File: config.mk
export PLATFORM = sky130hd
export DESIGN_NAME = reg_file
export DESIGN_NICKNAME = d
export VERILOG_FILES = /design/src/rtl/reg_file.sv
export SDC_FILE = /design/constraint.sdc
export NUM_CORES = 2
export LEC_CHECK = 0
export CORE_UTILIZATION = 40
export DETAILED_ROUTE_END_ITERATION = 8
export PLACE_DENSITY = 0.66
export SLEW_MARGIN = 20
export SYNTH_ARGS = -nofsm -noshare
export SYNTH_HDL_FRONTEND = slang
export SYNTH_SLANG_ARGS = --single-unit
File: constraint.sdc
create_clock -name clk_in -period 7.4 [get_ports clk_in]
set_clock_uncertainty 0.2 [all_clocks]
set_input_delay 2.22 -clock clk_in [delete_from_list [all_inputs] [get_ports clk_in]]
set_output_delay 2.22 -clock clk_in [all_outputs]
set_load 0.01 [all_outputs]
File: src/rtl/reg_file.sv
// reg_file: architectural register file with per-register rename tags.
// Commit writes values and clears matching tags, rename sets tags, flush
// clears every tag. x0 always reads as value 0 / tag 0.
// Optional feature: define REG_FILE_COMMIT_BYPASS_EN to forward a same-cycle
// commit onto the read ports.
module reg_file #(
    parameter int ROB_WIDTH = 5,
    parameter int NUM_REGS  = 32
) (
    input  logic                 clk_in,
    input  logic                 rst_in,
    input  logic                 rdy_in,
    input  logic                 flush_in,
    input  logic                 commit_en,
    input  logic [4:0]           commit_reg_id,
    input  logic [31:0]          commit_data,
    input  logic [ROB_WIDTH-1:0] commit_rob_id,
    input  logic                 rename_en,
    input  logic [4:0]           rename_reg_id,
    input  logic [ROB_WIDTH-1:0] rename_rob_id,
    input  logic [4:0]           rs1_id,
    input  logic [4:0]           rs2_id,
    output logic [31:0]          rs1_value,
    output logic [ROB_WIDTH-1:0] rs1_rob_id,
    output logic [31:0]          rs2_value,
    output logic [ROB_WIDTH-1:0] rs2_rob_id
);

    logic [31:0]          r_value [NUM_REGS];
    logic [ROB_WIDTH-1:0] r_tag   [NUM_REGS];

    logic                 w_commit_fire;
    logic                 w_rename_fire;
    logic [31:0]          w_rs1_value;
    logic [ROB_WIDTH-1:0] w_rs1_rob;
    logic [31:0]          w_rs2_value;
    logic [ROB_WIDTH-1:0] w_rs2_rob;

    assign w_commit_fire = rdy_in && commit_en && (commit_reg_id != '0);
    assign w_rename_fire = rdy_in && rename_en && !flush_in && (rename_reg_id != '0);

    // State update: flush clears all tags, then commit/rename override per register.
    // Later non-blocking writes win, so rename takes priority over a commit clear.
    always_ff @(posedge clk_in) begin
        if (rst_in) begin
            r_value <= '{default: '0};
            r_tag   <= '{default: '0};
        end else if (rdy_in) begin
            if (flush_in) begin
                r_tag <= '{default: '0};
            end
            if (w_commit_fire) begin
                r_value[commit_reg_id] <= commit_data;
                if (!flush_in && (r_tag[commit_reg_id] == commit_rob_id)) begin
                    r_tag[commit_reg_id] <= '0;
                end
            end
            if (w_rename_fire) begin
                r_tag[rename_reg_id] <= rename_rob_id;
            end
        end
    end

    // Combinational read ports, optional commit forwarding, x0 forced to zero.
    always_comb begin
        w_rs1_value = r_value[rs1_id];
        w_rs1_rob   = r_tag[rs1_id];
        w_rs2_value = r_value[rs2_id];
        w_rs2_rob   = r_tag[rs2_id];
`ifdef REG_FILE_COMMIT_BYPASS_EN
        if (w_commit_fire && (commit_reg_id == rs1_id)) begin
            w_rs1_value = commit_data;
            if (r_tag[rs1_id] == commit_rob_id) begin
                w_rs1_rob = '0;
            end
        end
        if (w_commit_fire && (commit_reg_id == rs2_id)) begin
            w_rs2_value = commit_data;
            if (r_tag[rs2_id] == commit_rob_id) begin
                w_rs2_rob = '0;
            end
        end
`endif
        if (rs1_id == '0) begin
            w_rs1_value = '0;
            w_rs1_rob   = '0;
        end
        if (rs2_id == '0) begin
            w_rs2_value = '0;
            w_rs2_rob   = '0;
        end
    end

    assign rs1_value  = w_rs1_value;
    assign rs1_rob_id = w_rs1_rob;
    assign rs2_value  = w_rs2_value;
    assign rs2_rob_id = w_rs2_rob;

endmodule

==> flow_summary_export.csv <==
group,metric,value,unit
status,status,"finished clean",
timing,finalHoldViolCount,0,
run,cap_violations,0,
critical_path,critPathArrivalTime,4.96,ns
critical_path,worstPathRequired,4.98,ns
clock_tree,htree_levels,3,
route,drt_iter0_markers,9220,
synthesis,netlist_area,62440,sq um
placed_design,dp_hpwl,149.6,mm
route,drt_first_pass_iters,8,
clock_tree,clk_path_buf_depth,3,
clock_tree,cts_tree,"yes",
die,ioPinCount,142,
clock_tree,cts_sinks,1184,
timing,grt_setup_unrepaired,"false",
synthesis,synth_nets,6782,
route,vias,56894,
synthesis,synth.distinct_cells,34,
die,core,154600,sq um
synthesis,ys_warn_count,0,
die,start_util,0.4039,
global_route,grt_pass1_vias,53591,
synthesis,ys_ff_latch,1184,
global_route,antenna_found_initial,16,
timing,fin_crit_sh,0.9979,
timing,slew_viol_final,0,
timing,max-slew-margin-rel,0.1607,
global_route,grt_pass1_wl,358.8,mm
global_route,grtUsageTotal,0.3048,
placed_design,gp_congestion,0.9554,
timing,max_clock_freq,0.1354,GHz
synthesis,syn_inst,6714,
clock_tree,clk_pin_slew,0.06,ns
hold_path,hp-class,"reg2reg",
timing,fin_tns_setup,0,ns
critical_path,timing.rr.start,"r_tag[50]",
die,die_w,397.1,um
synthesis,ys_seq_area_frac,0.3796,
hold_path,min_path_cells,2,
timing,tightest_slew,1.256,ns
power,ir_drop,198.9,uV
power,powerDensity,198.7,nW/um^2
critical_path,critPathMaxFanout,24,
clock_tree,cts_made_buffers,117,
critical_path,r2r_end,"r_tag[7]",
critical_path,reg2regPathDepth,8,
global_route,grt_overflow_total,0,
finish,fin_nets,6644,
clock_tree,root_buffer,"clkbuf_16",
synthesis,avgSynthCellArea,9.300,sq um
route,drt-wirelength-per-cell,28.20,um
hold_path,hold_end,"r_value[309]",
critical_path,critPathKind,"in2out",
placed_design,place_area,66960,sq um
finish,drive_gt1_frac,0.2080,
clock_tree,cts_setup_buffers,0,
die,die_h,397.1,um
critical_path,reg2reg_slack,4.09,ns
route,wl,246.2,mm
route,drc,0,
clock_tree,clock_latency,0.76,ns
finish,final_cell_area,71370,sq um
timing,finalSetupViolCount,0,
timing,finalCriticalPeriod,7.384,ns
finish,synthToLayoutAreaGrowth,14.30,%
critical_path,crit_start,"rs2_id[0]",
critical_path,cp-start-kind,"primary input",
die,die_area,157700,sq um
placed_design,port_buffers,141,
critical_path,worstSetupEndpointType,"output port",
die,rows,144,
route,vias_per_cell,6.517,
route,ant_nets,0,
power,p_leak,23.21,nW
hold_path,worstHoldStart,"r_value[309]",
global_route,grt_max_degree,216,
==> routing by layer <==
layer	track usage	part of all wire
met5	0	0.00028
met4	0.1584	0.059
met3	0.09584	0.15
met2	0.4472	0.43
met1	0.4019	0.36
==> per-stage QoR <==
stage | worst slack [ns] | utilization | power [mW] | cells | hold slack, ns
after floorplan | 0.5618 | - | 7.218 | 6714 | 0.2429
after global placement | -0.2052 | 0.4331 | 7.617 | 8498 | 0.2488
after detailed placement | -0.1609 | 0.4331 | 7.626 | 8500 | 0.2572
after CTS | 0.004755 | 0.4610 | 14.18 | 8720 | 0.2662
after global routing | 0.02543 | 0.4616 | 14.48 | 8727 | 0.2835
final | 0.01571 | 0.4617 | 14.18 | 8730 | 0.2654
==> where the power goes <==
| group | internal [mW] | switching, mW | total, mW |
|---|---|---|---|
| clock | 3.85 | 2.81 | 6.67 |
| combinational | 0.366 | 0.735 | 1.10 |
| sequential | 6.39 | 0.0184 | 6.41 |
| total | 10.6 | 3.57 | 14.2 |
==> cells in the final DEF, fill, tap and decap left out, types with 4 or more instances in the layout <==
cell             instances
nand2_2                 27
nand3b_1                 5
o21ai_0                 59
mux2i_2                  9
clkinvlp_4               6
nand2_1               2055
nor2_4                  34
and2_1                  10
mux4_2                 776
diode_2                  9
nor2_1                 282
buf_12                  59
bufinv_16               19
buf_4                  211
o22ai_1                  8
mux2i_4                  7
clkdlybuf4s50_1        108
a221oi_1                 4
nand2_4                  4
clkinv_2                28
mux2_2                   4
nor2b_1                 47
mux2i_1                 78
clkbuf_8                25
clkbuf_16              118
buf_2                   22
or2_2                   14
nand3_1                  5
a21oi_1               1148
buf_6                    4
a22o_1                 100
clkbuf_1                15
dfxtp_1               1184
a31oi_1                155
buf_16                   5
==> sequential cells by signal, indices dropped and copies added, names as in the netlist <==
name	cells
r_value	1024
r_tag	160
==> worst max path at each step <==
stage	to	slack, ns	cells past startpoint
floorplan	rs1_value[13]	0.56	7
global placement	rs2_value[28]	-0.21	7
detailed placement	rs2_value[28]	-0.16	7
CTS	rs1_value[22]	0.005	7
global route	rs2_value[30]	0.03	8
finish	rs2_value[0]	0.02	8
==> logic make-up after synthesis <==
family,after synthesis,share of synthesized area
muxes,874,0.2957
buffers and inverters,671,0.04138
xor gates and xnor gates,5,0.0007013
AOI/OAI and AO/OA,1474,0.1277
and+or+nand+nor,2506,0.1550
DFF,1184,0.3796
==> synthesized netlist by cell type (all sizes together) <==
cell type	n	share of area
a21oi	1148	0.092
a221oi	4	0.00056
a22o	100	0.014
a31oi	155	0.016
and2	13	0.0013
and3	3	0.00030
buf	93	0.0066
clkbuf	576	0.035
dfxtp	1184	0.38
inv	2	0.00012
mux2	4	0.00072
mux2i	94	0.015
mux4	776	0.28
nand2	2086	0.13
nand2b	3	0.00030
nand3	5	0.00040
nand3b	5	0.00060
nand4	2	0.00020
nor2	316	0.019
nor2b	47	0.0047
nor3	1	0.000080
nor3b	2	0.00024
nor4	2	0.00020
o21ai	59	0.0047
o22ai	8	0.00080
or2	14	0.0014
or3	3	0.00030
or3b	2	0.00028
or4	2	0.00024
xnor2	4	0.00056
xor2	1	0.00014
==> area by class of cell <==
type,count,area [sq um]
antenna,9,22.52
clock buffer,158,3353
clock inverter,62,898.4
fill,14259,83220
inverter,2,7.507
multi-input combinational,4859,36640
sequential,1184,23700
tap,2044,2557
timing repair buffer,412,4184
==> what timing repair did <==
item                                    4_1_cts  5_1_grt
pin swaps                                     0        0
endpoints found under the hold margin         0        0
endpoints found under the setup margin        8       16
resized for setup                            12       19
hold buffers                                  0        0
==> critical path, cell delays in order <==
cell	delay, ns
buf_12	0.20
buf_12	0.27
mux4_2	0.53
mux4_2	0.51
mux2i_2	0.29
buf_4	0.21
nor2_1	0.12
clkdlybuf4s50_1	0.58
No activity file was read; power rests on OpenSTA's default activity.
